==> src/rtl/slot_config_sequencer_if.sv <==
// Runtime slot-update request channel plus the slotmaker configuration port.
// The sequencer is the slave: it accepts updates and drives the config write strobe.
interface slot_config_sequencer_if #(
  parameter int SLOT_W = 3,
  parameter int CARD_W = 8
);
  logic              upd_valid_i;
  logic [SLOT_W-1:0] upd_slot_i;
  logic [CARD_W-1:0] upd_card_i;
  logic              upd_ready_o;
  logic [SLOT_W-1:0] cfg_slot_o;
  logic              cfg_wr_o;
  logic [CARD_W-1:0] cfg_card_o;

  modport master (
    output upd_valid_i, upd_slot_i, upd_card_i,
    input  upd_ready_o, cfg_slot_o, cfg_wr_o, cfg_card_o
  );

  modport slave (
    input  upd_valid_i, upd_slot_i, upd_card_i,
    output upd_ready_o, cfg_slot_o, cfg_wr_o, cfg_card_o
  );
endinterface

==> src/rtl/slot_config_sequencer.sv <==
// Writes every slot's card ID after reset/reload, then applies single-slot updates; keeps a readback shadow.
// Write pulse one cycle after a slot is scheduled, SETTLE_CYCLES hold after each; updates are refused while busy.
module slot_config_sequencer #(
  parameter int                            NUM_SLOTS     = 8,
  parameter logic [NUM_SLOTS-1:0][7:0]     SLOT_CARDS    = {8'd0, 8'd3, 8'd0, 8'd0, 8'd2, 8'd0, 8'd0, 8'd1},
  parameter int                            SETTLE_CYCLES = 2
) (
  input  logic                         clk_logic,
  input  logic                         reset,
  input  logic [NUM_SLOTS-1:0]         slot_disable_i,
  input  logic                         reload_i,
  slot_config_sequencer_if.slave       cfg_bus,
  output logic                         busy_o,
  output logic                         done_o,
  input  logic [$clog2(NUM_SLOTS)-1:0] rd_slot_i,
  output logic [7:0]                   rd_card_o
);

  localparam int                SLOT_W    = $clog2(NUM_SLOTS);
  localparam logic [SLOT_W-1:0] LAST_SLOT = SLOT_W'(NUM_SLOTS - 1);
  localparam logic [3:0]        GAP_LAST  = 4'(SETTLE_CYCLES - 1);

  typedef enum logic [2:0] {
    INIT_WR,
    INIT_GAP,
    IDLE,
    UPD_WR,
    UPD_GAP
  } state_t;

  state_t                      state_q, state_d;
  logic [SLOT_W-1:0]           slot_q, slot_d;
  logic [3:0]                  gap_q, gap_d;
  logic                        pending_q, pending_d;
  logic                        done_q, done_d;
  logic                        busy_q, busy_d;
  logic                        cfg_wr_q, cfg_wr_d;
  logic [SLOT_W-1:0]           cfg_slot_q, cfg_slot_d;
  logic [7:0]                  cfg_card_q, cfg_card_d;
  logic [SLOT_W-1:0]           upd_slot_q, upd_slot_d;
  logic [7:0]                  upd_card_q, upd_card_d;
  logic [NUM_SLOTS-1:0]        dis_q, dis_d;
  logic                        dis_vld_q, dis_vld_d;
  logic [NUM_SLOTS-1:0][7:0]   shadow_q, shadow_d;
  logic [7:0]                  rd_card_q, rd_card_d;

  logic       disable_changed;
  logic       reload_req;
  logic       gap_last;
  logic [7:0] wr_card;

  // The first sampled disable vector after reset is the baseline, not a change.
  assign disable_changed = dis_vld_q && (slot_disable_i != dis_q);
  assign reload_req      = reload_i || disable_changed;
  assign gap_last        = (gap_q == GAP_LAST);

  always_comb begin
    state_d    = state_q;
    slot_d     = slot_q;
    gap_d      = gap_q;
    pending_d  = pending_q;
    done_d     = done_q;
    cfg_wr_d   = 1'b0;
    cfg_slot_d = cfg_slot_q;
    cfg_card_d = cfg_card_q;
    upd_slot_d = upd_slot_q;
    upd_card_d = upd_card_q;
    shadow_d   = shadow_q;
    wr_card    = '0;

    case (state_q)
      INIT_WR: begin
        wr_card          = slot_disable_i[slot_q] ? 8'd0 : SLOT_CARDS[slot_q];
        cfg_wr_d         = 1'b1;
        cfg_slot_d       = slot_q;
        cfg_card_d       = wr_card;
        shadow_d[slot_q] = wr_card;
        gap_d            = '0;
        pending_d        = pending_q || reload_req;
        state_d          = INIT_GAP;
      end

      INIT_GAP: begin
        pending_d = pending_q || reload_req;
        if (!gap_last) begin
          gap_d = gap_q + 4'd1;
        end else if (slot_q != LAST_SLOT) begin
          slot_d  = slot_q + SLOT_W'(1);
          state_d = INIT_WR;
        end else if (pending_q || reload_req) begin
          // A reload seen during init restarts only once the whole pass has finished.
          slot_d    = '0;
          pending_d = 1'b0;
          done_d    = 1'b0;
          state_d   = INIT_WR;
        end else begin
          done_d  = 1'b1;
          state_d = IDLE;
        end
      end

      IDLE: begin
        if (pending_q || reload_req) begin
          slot_d    = '0;
          pending_d = 1'b0;
          done_d    = 1'b0;
          state_d   = INIT_WR;
        end else if (cfg_bus.upd_valid_i) begin
          upd_slot_d = cfg_bus.upd_slot_i;
          upd_card_d = cfg_bus.upd_card_i;
          state_d    = UPD_WR;
        end
      end

      UPD_WR: begin
        wr_card              = slot_disable_i[upd_slot_q] ? 8'd0 : upd_card_q;
        cfg_wr_d             = 1'b1;
        cfg_slot_d           = upd_slot_q;
        cfg_card_d           = wr_card;
        shadow_d[upd_slot_q] = wr_card;
        gap_d                = '0;
        pending_d            = pending_q || reload_req;
        state_d              = UPD_GAP;
      end

      UPD_GAP: begin
        pending_d = pending_q || reload_req;
        if (!gap_last) begin
          gap_d = gap_q + 4'd1;
        end else if (pending_q || reload_req) begin
          slot_d    = '0;
          pending_d = 1'b0;
          done_d    = 1'b0;
          state_d   = INIT_WR;
        end else begin
          state_d = IDLE;
        end
      end

      default: begin
        slot_d  = '0;
        state_d = INIT_WR;
      end
    endcase

    busy_d    = (state_d != IDLE);
    dis_d     = slot_disable_i;
    dis_vld_d = 1'b1;
    rd_card_d = shadow_q[rd_slot_i];
  end

  always_ff @(posedge clk_logic or posedge reset) begin
    if (reset) begin
      state_q    <= INIT_WR;
      slot_q     <= '0;
      gap_q      <= '0;
      pending_q  <= 1'b0;
      done_q     <= 1'b0;
      busy_q     <= 1'b0;
      cfg_wr_q   <= 1'b0;
      cfg_slot_q <= '0;
      cfg_card_q <= '0;
      upd_slot_q <= '0;
      upd_card_q <= '0;
      dis_q      <= '0;
      dis_vld_q  <= 1'b0;
      shadow_q   <= '0;
      rd_card_q  <= '0;
    end else begin
      state_q    <= state_d;
      slot_q     <= slot_d;
      gap_q      <= gap_d;
      pending_q  <= pending_d;
      done_q     <= done_d;
      busy_q     <= busy_d;
      cfg_wr_q   <= cfg_wr_d;
      cfg_slot_q <= cfg_slot_d;
      cfg_card_q <= cfg_card_d;
      upd_slot_q <= upd_slot_d;
      upd_card_q <= upd_card_d;
      dis_q      <= dis_d;
      dis_vld_q  <= dis_vld_d;
      shadow_q   <= shadow_d;
      rd_card_q  <= rd_card_d;
    end
  end

  assign cfg_bus.upd_ready_o = (state_q == IDLE) && !pending_q && !reload_req;
  assign cfg_bus.cfg_wr_o    = cfg_wr_q;
  assign cfg_bus.cfg_slot_o  = cfg_slot_q;
  assign cfg_bus.cfg_card_o  = cfg_card_q;
  assign busy_o              = busy_q;
  assign done_o              = done_q;
  assign rd_card_o           = rd_card_q;

endmodule

==> src/flat_wrapper.sv <==
// flat-port wrapper written by rule: the top's interface ports become plain ports
module slot_config_sequencer_flat 
#(
  parameter int                            NUM_SLOTS     = 8,
  parameter logic [NUM_SLOTS-1:0][7:0]     SLOT_CARDS    = {8'd0, 8'd3, 8'd0, 8'd0, 8'd2, 8'd0, 8'd0, 8'd1},
  parameter int                            SETTLE_CYCLES = 2
)
  (clk_logic, reset, slot_disable_i, reload_i, busy_o, done_o, rd_slot_i, rd_card_o, cfg_bus_upd_valid_i, cfg_bus_upd_slot_i, cfg_bus_upd_card_i, cfg_bus_upd_ready_o, cfg_bus_cfg_slot_o, cfg_bus_cfg_wr_o, cfg_bus_cfg_card_o);
  slot_config_sequencer_if cfg_bus_i ();
  input  logic clk_logic;
  input  logic reset;
  input  logic [NUM_SLOTS-1:0] slot_disable_i;
  input  logic reload_i;
  output logic busy_o;
  output logic done_o;
  input  logic [$clog2(NUM_SLOTS)-1:0] rd_slot_i;
  output logic [7:0] rd_card_o;
  input wire logic [$bits(cfg_bus_i.upd_valid_i)-1:0] cfg_bus_upd_valid_i;
  input wire logic [$bits(cfg_bus_i.upd_slot_i)-1:0] cfg_bus_upd_slot_i;
  input wire logic [$bits(cfg_bus_i.upd_card_i)-1:0] cfg_bus_upd_card_i;
  output wire logic [$bits(cfg_bus_i.upd_ready_o)-1:0] cfg_bus_upd_ready_o;
  output wire logic [$bits(cfg_bus_i.cfg_slot_o)-1:0] cfg_bus_cfg_slot_o;
  output wire logic [$bits(cfg_bus_i.cfg_wr_o)-1:0] cfg_bus_cfg_wr_o;
  output wire logic [$bits(cfg_bus_i.cfg_card_o)-1:0] cfg_bus_cfg_card_o;
  assign cfg_bus_i.upd_valid_i = cfg_bus_upd_valid_i;
  assign cfg_bus_i.upd_slot_i = cfg_bus_upd_slot_i;
  assign cfg_bus_i.upd_card_i = cfg_bus_upd_card_i;
  assign cfg_bus_upd_ready_o = cfg_bus_i.upd_ready_o;
  assign cfg_bus_cfg_slot_o = cfg_bus_i.cfg_slot_o;
  assign cfg_bus_cfg_wr_o = cfg_bus_i.cfg_wr_o;
  assign cfg_bus_cfg_card_o = cfg_bus_i.cfg_card_o;
  slot_config_sequencer #(.NUM_SLOTS(NUM_SLOTS), .SLOT_CARDS(SLOT_CARDS), .SETTLE_CYCLES(SETTLE_CYCLES)) u_core (.clk_logic(clk_logic), .reset(reset), .slot_disable_i(slot_disable_i), .reload_i(reload_i), .cfg_bus(cfg_bus_i), .busy_o(busy_o), .done_o(done_o), .rd_slot_i(rd_slot_i), .rd_card_o(rd_card_o));
endmodule
==> config.mk <==
export PLATFORM = sky130hd
export DESIGN_NAME = slot_config_sequencer_flat
export DESIGN_NICKNAME = d
export VERILOG_FILES = /design/src/rtl/slot_config_sequencer_if.sv /design/src/rtl/slot_config_sequencer.sv /design/src/flat_wrapper.sv
export SDC_FILE = /design/constraint.sdc
export NUM_CORES = 1
export LEC_CHECK = 0
export ABC_CLOCK_PERIOD_IN_PS = 4700
export BUFFER_PORTS_ARGS = -buffer_cell sky130_fd_sc_hd__clkbuf_2
export CORE_UTILIZATION = 25
export DETAILED_ROUTE_END_ITERATION = 10
export GPL_ROUTABILITY_DRIVEN = 1
export PLACE_DENSITY = 0.47
export SLEW_MARGIN = 15
export SYNTH_ARGS = -nofsm -noshare
export SYNTH_HDL_FRONTEND = slang
export SYNTH_SLANG_ARGS = --single-unit
==> constraint.sdc <==
create_clock -name clk_logic -period 4.7 [get_ports clk_logic]
set_input_delay 0.235 -clock clk_logic [delete_from_list [all_inputs] [get_ports clk_logic]]
set_output_delay 0.235 -clock clk_logic [all_outputs]
set_load 0.02 [all_outputs]
# After elaboration in Yosys (flattened, before gate mapping)
# Memory sizes are Yosys's and may differ from the RTL's.
# Index checks and enable logic that the tools add are counted.
[totals]
mem_count = 1
out_inout_bits = 23
ff_bits = 117
romBits = 64
ram_bits = 0
word_cells = 110
latch_bits = 0
[classes]
div = 0
n_lt_le_gt_ge = 5
addsub = 2
multipliers = 0
n_mux = 44
shifts = 0
n_eq_ne = 13
n_reduce_logical = 21
bitwise = 2
[mem_list]
columns = ["name", "words", "word_bits", "rd", "rd_ports_with_merged_regs", "wr", "line", "text"]
rows = [
  ["(name not given)", 8, 8, 1, 0, 0, "slot_config_sequencer.sv:73", "wr_card = slot_disable_i[slot_q] ? 8'd0 : SLOT_CARDS[slot_q];"],
]
[ops]
columns = ["op", "n"]
rows = [
  ["bitwise mux 64 bit", 2],
  ["case mux 64 bit (2 select lines)", 1],
  ["demux 8 bit (select 3 bit)", 2],
  ["two-way mux 8 bit", 6],
  ["two-way mux 3 bit", 9],
  ["binary-select mux 8 bit (select 3 bit)", 1],
  ["case mux 8 bit (2 select lines)", 1],
  ["case mux 3 bit (5 select lines)", 1],
  ["< comparator 3 x 4 -> 1 bit, second input constant", 3],
  ["two-way mux 1 bit", 12],
  ["case mux 3 bit (4 select lines)", 1],
  ["inequality test 8 bit", 1],
  ["case mux 4 bit (2 select lines)", 1],
  ["binary-select mux 1 bit (select 3 bit)", 2],
  ["equality test 3 x 2 -> 1 bit, second input constant", 2],
  [">= comparator 3 x 1 -> 1 bit, second input constant", 2],
  ["inequality test 2 x 1 -> 1 bit, second input constant", 3],
  ["case mux 3 bit (2 select lines)", 1],
  ["AND reduction 3 bit", 2],
  ["logical AND 1 bit", 5],
  ["adder 4 x 1 -> 4 bit, second input constant", 1],
  ["equality test 4 x 1 -> 1 bit, second input constant", 1],
  ["two-way mux 4 bit", 1],
  ["inequality test 2 bit, second input constant", 2],
  ["other kinds (18)", 24],
]

# Logic depth before layout (Yosys ltp)
# Gate-level depths: netlist of the first run.
[logic_depth]
ltp_word = 9
mapped_depth = 8

# Worst setup path after synthesis of the first run
# No wires, ideal clock.
[synth_timing]
path_kind = "reg2out"
startpoint = "register u_core.dis_q[3]"
endpoint = "output cfg_bus_upd_ready_o"
path_stages_with_launch = 6
setup_slack_ns = 2.797
t_arrival_ns = 1.668
required_time_ns = 4.465
n_path_buf = 0
path_cell_list = "dfrtp_1 xor2_1 nor4_2 a21boi_1 or2_2 nor3_1"
[synth_between]
elab_chain_len = 5
[synth_lines]
columns = ["element", "line", "text"]
rows = [
  ["from (decl)", "slot_config_sequencer.sv:42", "logic [NUM_SLOTS-1:0] dis_q, dis_d;"],
  ["from (signal assigned)", "slot_config_sequencer.sv:181", "dis_q <= dis_d;"],
  ["inequality test 8 bit", "slot_config_sequencer.sv:53", "assign disable_changed = dis_vld_q && (slot_disable_i != dis_q);"],
  ["logical AND 1 bit", "slot_config_sequencer.sv:53", ""],
  ["logical OR 1 bit", "slot_config_sequencer.sv:54", "assign reload_req = reload_i || disable_changed;"],
  ["zero test 1 bit", "slot_config_sequencer.sv:188", "assign cfg_bus.upd_ready_o = (state_q == IDLE) && !pending_q && !reload_req;"],
  ["logical AND 1 bit", "slot_config_sequencer.sv:188", ""],
  ["to (decl)", "flat_wrapper.sv:21", "output wire logic [$bits(cfg_bus_i.upd_ready_o)-1:0] cfg_bus_upd_ready_o;"],
]
# Every way passes these cells.

# Worst setup path after layout of the first run
[layout_timing]
startpoint = "register u_core.state_q[0]"
endpoint = "register u_core.shadow_q[1] in the netlist's numbering"
[layout_between]
elab_chain_len = 2
elab_cells_between_ends = 4
cone_classes = "eq/ne: 1; mux: 1; reduce/logical: 2"
[layout_lines]
columns = ["element", "line", "text"]
rows = [
  ["from (decl)", "slot_config_sequencer.sv:31", "state_t state_q, state_d;"],
  ["from (signal assigned)", "slot_config_sequencer.sv:170", "state_q <= state_d;"],
  ["equality test 3 x 2 -> 1 bit or zero test 3 bit (tied branches)", "slot_config_sequencer.sv:71", "case (state_q)"],
  ["case mux 64 bit (2 select lines) or nonzero test 2 bit (tied branches)", "n/a", ""],
  ["to (signal assigned)", "slot_config_sequencer.sv:183", "shadow_q <= shadow_d;"],
  ["to (decl)", "slot_config_sequencer.sv:44", "logic [NUM_SLOTS-1:0][7:0] shadow_q, shadow_d;"],
]
# Parallel ways exist; a longest one is shown, timed or not.
# A chain may end at the register's enable or synchronous reset.

==> impl_metrics.csv, run 1 <==
group,metric,value,unit
setup_path,cp_slowest_stage_delay,0.89,ns
clock_network,cts_resized,0,
run_status,status,"finished, final reports clean",
timing,fmax,378,MHz
setup_path,cpMaxStageDelayCell,"dfrtp_1",
synth,synth_edf_count,0,
setup_path,crit_chain,"nand3b_1 -> or2_0 -> nor4_2 -> a221o_1",
clock_network,cts_tree,"yes",
setup_path,critPathCaptureType,"flop",
synth,yosys_warnings,0,
grt,grt_pass1_wl,23.7,mm
timing,worst_pin_slew,1.16,ns
clock_network,htreeDepth,4,
place,io_buffers,48,
synth,synthesis.nets,485,
cells_and_area,area_growth,18.9,%
setup_path,crit_fanout,27,
place,place_area,0.00603,mm^2
power,power_density,355,mW/mm^2
clock_network,cts.sinks,117,
clock_network,cts_setup_buffers,0,
floorplan,start_util,25.5,%
cells_and_area,finalNetCount,523,
clock_network,clock_path_buffers,2,
clock_network,insertion_delay,0.41,ns
power,power.leakage,2.94,nW
floorplan,die_area,0.0228,mm^2
floorplan,ios,49,
detailed_routing,drtAntennaViolNets,0,
clock_network,numCtsBuffers,17,
timing,skew,0.00966,ns
synth,synthFlopType,"dfrtp_1",
setup_path,arrival,2.99,ns
synth,synth_top_area_share,52.6,%
synth,synth_area_leader_cell,"dfrtp_1",
synth,async_flop_share,100,%
detailed_routing,via_count,3972,
floorplan,placementRows,54,
power,ir_drop,0.210,mV
grt,globalRoute.totalOverflow,0,
grt,antenna_found_initial,0,
timing,fin_crit_sh,56.2,%
timing,setup_violations,0,
timing,tns,0,ns
floorplan,fp.dieW,151,um
cells_and_area,fin_area,0.00661,mm^2
grt,met3_usage,3.58,%
grt,track_usage,14.0,%
place,dp_hpwl,10.3,mm
grt,top_usage_layer,"met2",
clock_network,cts_hold_buf,0,
timing,grt_setup_unrepaired,"false",
detailed_routing,vias_per_cell,5.07,
cells_and_area,drive_gt1_share,26.4,%
cells_and_area,mostFrequentLayoutCell,"dfrtp_1",
place,pre_cts_ws,2.09,ns
grt,use_met1,18.1,%
cells_and_area,n_antenna_cell,0,
synth,ys_ff_latch,117,
setup_path,path_delay_family,"simple AND/OR/NAND/NOR gates",
synth,synthCells,453,
detailed_routing,drt_first_pass_iters,4,
setup_path,cp.buffers_inverters,0,
setup_path,cp_data_required_time,5.04,ns
synth,synth_area,0.00556,mm^2
run,cap_violations,0,
timing,setup_ws,2.06,ns
grt,grt_max_degree,80,
timing,slew_headroom,22.3,%
timing,finalMaxSlewViolations,0,
clock_network,clk_pin_slew_worst_paths,0.05,ns
cells_and_area,final_cell_mix,"dfrtp_1 (117), a22o_1 (56), clkbuf_2 (48), nor2_1 (22), nand2_1 (19)",
floorplan,die_h,151,um
synth,ys_types,57,
setup_path,critPathKind,"reg2reg",
grt,gr-usage-met2,22.9,%
detailed_routing,routed_wl,14.7,mm
synth,synthTopCellsByArea,"dfrtp_1 (53%), a22o_1 (8.8%), mux4_2 (6.5%)",
place,gp_congestion,0.776,
timing,period_minus_slack,2.64,ns
clock_network,root_buffer,"clkbuf_16",
synth,syn_avg_cell_area,12.3,um^2
setup_path,start_kind,"flop",
floorplan,fp.coreArea,0.0218,mm^2
detailed_routing,drc,0,
detailed_routing,wl_per_cell,18.7,um
synth,ys_seq_area_share,52.6,%
min_path,hp-class,"in2async",
timing,hold_viol_final,0,
detailed_routing,first_iter_violations,229,
grt,grt_pass1_vias,4077,
==> per-stage QoR <==
step,hold WS (ns),instances,utilization [%],power (mW)
final,0.0273,783,30.3,2.35
after global routing,0.00530,783,30.3,2.45
after CTS,0.0112,783,30.3,2.39
after detailed placement,0.450,752,27.7,1.11
after global placement,0.450,752,27.7,1.11
after floorplan,0.266,453,-,1.08
==> metal layers <==
metal  routed length [um]  vias to the layer above
met5                    0                        -
met4                  123                        0
met3                  586                       11
met2                 7270                       83
met1                 6690                     2065
li1                     -                     1813
==> logic make-up after synthesis <==
family	count (synthesis)	share of synthesized area (%)
buffers and inverters	41	3.10
AND/OR/NAND/NOR	103	10.7
multiplexers	37	11.3
AO/OA/AOI/OAI	139	19.4
other	1	0.0674
flip-flops	117	52.6
XOR/XNOR	9	1.42
adder cells (fa/ha/maj)	6	1.35
==> worst reg2reg max path, cell delays in order, from the launching register on <==
cell and delay [ns]:
dfrtp_1 0.89, nand3b_1 0.35, or2_0 0.43, nor4_2 0.65, a221o_1 0.25
==> path summary, 6_finish.rpt <==
check	end	startpoint	depth (start not counted)	slack, ns
worst max-delay path	u_core.shadow_q[1]	u_core.state_q[0]	4	2.06
min in group clk_logic	u_core.dis_q[0]	slot_disable_i[0]	1	0.03
worst min register to register	u_core.shadow_q[23]	u_core.shadow_q[23]	1	0.49
max in group asynchronous	u_core.cfg_bus.cfg_slot_o[2]	reset	3	3.56
worst max register to register	u_core.shadow_q[1]	u_core.state_q[0]	4	2.06
worst min-delay path	u_core.cfg_bus.cfg_card_o[3]	reset	2	0.03
==> flip-flops by register name (all words and copies together) (netlist names) <==
| register | count |
|---|---|
| u_core.upd_slot_q | 3 |
| u_core.dis_vld_q | 1 |
| u_core.gap_q | 4 |
| u_core.rd_card_o | 8 |
| u_core.cfg_bus.cfg_card_o | 8 |
| u_core.state_q | 3 |
| u_core.pending_q | 1 |
| u_core.slot_q | 3 |
| u_core.cfg_bus.cfg_slot_o | 3 |
| u_core.upd_card_q | 8 |
| u_core.busy_o | 1 |
| u_core.dis_q | 8 |
| u_core.done_o | 1 |
| u_core.cfg_bus.cfg_wr_o | 1 |
| u_core.shadow_q | 64 |
==> cell usage after synthesis (2+ instances only) <==
| cell | number |
|---|---|
| a211oi_2 | 2 |
| a21o_1 | 2 |
| a21oi_1 | 16 |
| a221o_1 | 11 |
| a22o_1 | 56 |
| a22oi_1 | 6 |
| a2bb2oi_1 | 3 |
| a31o_2 | 2 |
| a31oi_1 | 8 |
| and2_1 | 2 |
| buf_1 | 13 |
| buf_2 | 9 |
| clkbuf_1 | 8 |
| dfrtp_1 | 117 |
| ha_1 | 6 |
| inv_1 | 10 |
| mux2_2 | 12 |
| mux2_4 | 9 |
| mux4_2 | 16 |
| nand2_1 | 19 |
| nand2b_1 | 8 |
| nand3_1 | 6 |
| nor2_1 | 22 |
| nor2b_1 | 7 |
| nor3_1 | 11 |
| nor3_2 | 5 |
| nor3b_1 | 4 |
| nor4_1 | 3 |
| nor4_2 | 4 |
| o211ai_1 | 4 |
| o21ai_0 | 12 |
| o22ai_1 | 7 |
| or2_2 | 2 |
| xor2_1 | 8 |
==> layout make-up <==
cell class | instances | area (um^2)
clock buffer | 23 | 478
tap | 280 | 350
timing repair buffer | 50 | 255
sequential | 117 | 2930
clock inverter | 8 | 100
multi-input combinational | 295 | 2460
fill | 2226 | 15200
inverter | 10 | 40.0
==> report_power, final <==
part | internal (mW) | leakage, nW | switching [mW]
logic | 0.0233 | 1.09 | 0.0456
clock network | 0.818 | 0.283 | 0.446
registers | 1.02 | 1.57 | 0.00285
Note: power is estimated with default switching activity, not from simulation.
==> run 2, diff against run 1 <==
Settings changed: ABC_AREA set to 1, ABC_CLOCK_PERIOD_IN_PS 4700 to 2100, PLACE_DENSITY 0.47 to 0.48.
Clock period 4.7 ns to 2.1 ns, I/O delays scaled along.
==> impl_metrics.csv, run 2 <==
group,metric,value,unit
min_path,hp-class,"in2reg",
floorplan,start_util,25.7,%
timing,tns,0,ns
synth,syn_avg_cell_area,8.08,um^2
power,p_sw_share,22.7,%
synth,synthesis.nets,732,
cells_and_area,area_growth,26.5,%
cells_and_area,largest_reg_flops,64,
synth,async_flop_share,100,%
run_status,status,"complete, but fails checks",
power,ir_drop,0.551,mV
synth,ys_ff_latch,117,
synth,synth_edf_count,0,
floorplan,fp.dieW,152,um
grt,grt_pass1_wl,26.4,mm
detailed_routing,drt_first_pass_iters,8,
place,gp_congestion,0.803,
setup_path,cp.buffers_inverters,6,
setup_path,crit_fanout,4,
clock_network,htreeDepth,4,
detailed_routing,first_iter_violations,394,
synth,synthTopCellsByArea,"dfrtp_1 (52%), nand2_1 (13%), o21ai_0 (7.7%)",
power,p_seq_share,42.8,%
floorplan,die_area,0.0232,mm^2
timing,grt_setup_unrepaired,"false",
setup_path,cp_data_required_time,2.00,ns
cells_and_area,largest_register,"u_core.shadow_q",
setup_path,path_delay_family,"buffers and inverters",
cells_and_area,mostFrequentLayoutCell,"nand2_1",
timing,fin_crit_sh,88.2,%
detailed_routing,routed_wl,15.6,mm
grt,globalRoute.totalOverflow,0,
power,pwr-share-comb,5.5,%
synth,synthFlopType,"dfrtp_1",
grt,grt_pass1_vias,4879,
grt,grt_max_degree,41,
clock_network,clk_pin_slew_worst_paths,0.06,ns
clock_network,cts.sinks,117,
floorplan,fp.coreArea,0.0220,mm^2
timing,fmax,540,MHz
clock_network,numCtsBuffers,17,
timing,setup_ws,0.249,ns
power,power,5.35,mW
detailed_routing,drtAntennaViolNets,0,
floorplan,die_h,152,um
detailed_routing,vias_per_cell,4.51,
power,clkPwrFrac,51.7,%
run,cap_violations,0,
synth,synthCells,700,
cells_and_area,final_cell_mix,"nand2_1 (195), dfrtp_1 (116), o21ai_0 (87), inv_1 (79), clkbuf_2 (48)",
timing,hold_viol_final,0,
detailed_routing,wl_per_cell,14.4,um
detailed_routing,met3_length,500,um
clock_network,insertion_delay,0.42,ns
synth,yosysMostFrequentCell,"nand2_1",
clock_network,cts_setup_buffers,0,
setup_path,start_kind,"primary input",
clock_network,clock_path_buffers,2,
clock_network,root_buffer,"clkbuf_16",
power,power_density,748,mW/mm^2
grt,track_usage,14.7,%
synth,synth_area,0.00565,mm^2
timing,period_minus_slack,1.85,ns
synth,synth_common_cells,"nand2_1 (196), dfrtp_1 (117), o21ai_0 (87)",
setup_path,cp_common_cell,"nand2_1",
detailed_routing,via_count,4887,
timing,worst_pin_slew,0.687,ns
timing,setup_violations,0,
synth,ys_types,34,
setup_path,crit_chain,"dlygate4sd3_1 -> clkbuf_2 -> inv_2 -> nand2_1 -> nand2_1 -> nand2_1 -> nor2_1 -> nand2_1 -> nand2_2 -> nand2_1 -> inv_2 -> nand2_1 -> inv_1 -> clkbuf_2",
timing,skew,0.00697,ns
synth,yosys_warnings,0,
timing,finalMaxSlewViolations,0,
power,p_int,4.14,mW
setup_path,critPathKind,"in2out",
setup_path,arrival,1.75,ns
place,dp_hpwl,11.1,mm
detailed_routing,drc,1,
synth,synth_area_leader_cell,"dfrtp_1",
synth,ys_seq_area_share,51.8,%
detailed_routing,wl_met1,7.79,mm
synth,synth_top_area_share,51.8,%
setup_path,critPathCaptureType,"output pin",
timing,slew_headroom,54.1,%
clock_network,cts_tree,"yes",
power,p_sw,1.21,mW
detailed_routing,met2WireLength,7.02,mm
floorplan,placementRows,54,
cells_and_area,n_antenna_cell,0,
place,io_buffers,48,
setup_path,cpMaxStageDelayCell,"dlygate4sd3_1",
power,power.leakage,3.45,nW
place,pre_cts_ws,0.178,ns
cells_and_area,drive_gt1_share,17.5,%
run_status,violations,"DRC",
cells_and_area,finalNetCount,825,
floorplan,ios,49,
grt,antenna_found_initial,0,
detailed_routing,top_layer,"met4",
setup_path,cp_slowest_stage_delay,0.55,ns
-- run 2: path summary, 6_finish.rpt --
| check | start | end | slack [ns] | cells past startpoint |
|---|---|---|---|---|
| max in group asynchronous | reset | u_core.state_q[0] | 1.15 | 4 |
| worst max register to register | u_core.slot_q[0] | u_core.shadow_q[1] | 0.30 | 8 |
| min in group asynchronous | reset | u_core.dis_q[3] | 0.34 | 3 |
| worst max-delay path | slot_disable_i[0] | cfg_bus_upd_ready_o | 0.25 | 14 |
| worst min register to register | u_core.shadow_q[31] | u_core.shadow_q[31] | 0.48 | 2 |
| worst min-delay path | rd_slot_i[2] | u_core.rd_card_o[7] | 0.07 | 2 |
-- run 2: timing repair --
action	in CTS	in global routing
endpoints found under the setup margin	0	46
hold buffers	20	0
hold endpoints to repair	43	0
gates resized for setup	0	11
-- run 2: layout make-up --
type | count | area, um^2
multi-input cells | 470 | 2300
repair buffers | 94 | 661
fillers | 2395 | 14900
flip-flops and latches | 117 | 2930
clock buffers | 20 | 447
clock inverters | 10 | 109
well taps | 280 | 350
inverters | 93 | 355
-- run 2: metal layers --
metal,vias to the layer above,GRT usage (%)
li1,2476,-
met1,2306,20.2
met2,85,22.7
met3,20,2.39
met4,0,6.46
met5,-,0
-- run 2: logic make-up (layout without fill, tap and decap cells) --
logic type      Yosys count  count (layout)  synth area share (%)
buf+inv                 113             217                  8.06
fa+ha+maj                 6               6                  1.33
other cells               1               1                0.0663
simple gates            301             301                  22.4
compound gates          157             157                  15.6
flops                   117             117                  51.8
xor+xnor                  5               5                 0.775
-- run 2: power groups by stage --
stage,clock [mW],combinational (mW),sequential (mW)
detailed placement,0,0.269,2.33
global placement,0,0.270,2.33
floorplan,0,0.134,2.35
finish,2.77,0.292,2.29
CTS,2.85,0.299,2.29
global route,2.95,0.336,2.29
-- run 2: per-stage QoR --
step | hold WS (ns) | cell area, um^2 | utilization, % | instances
2_1_floorplan | 0.136 | 5660 | - | 700
3_3_place_gp | 0.246 | 6360 | 28.9 | 1034
3_5_place_dp | 0.246 | 6360 | 28.9 | 1034
4_1_cts | 0.0467 | 7120 | 32.3 | 1084
5_1_grt | 0.0750 | 7150 | 32.5 | 1084
6_report | 0.0687 | 7150 | 32.5 | 1084
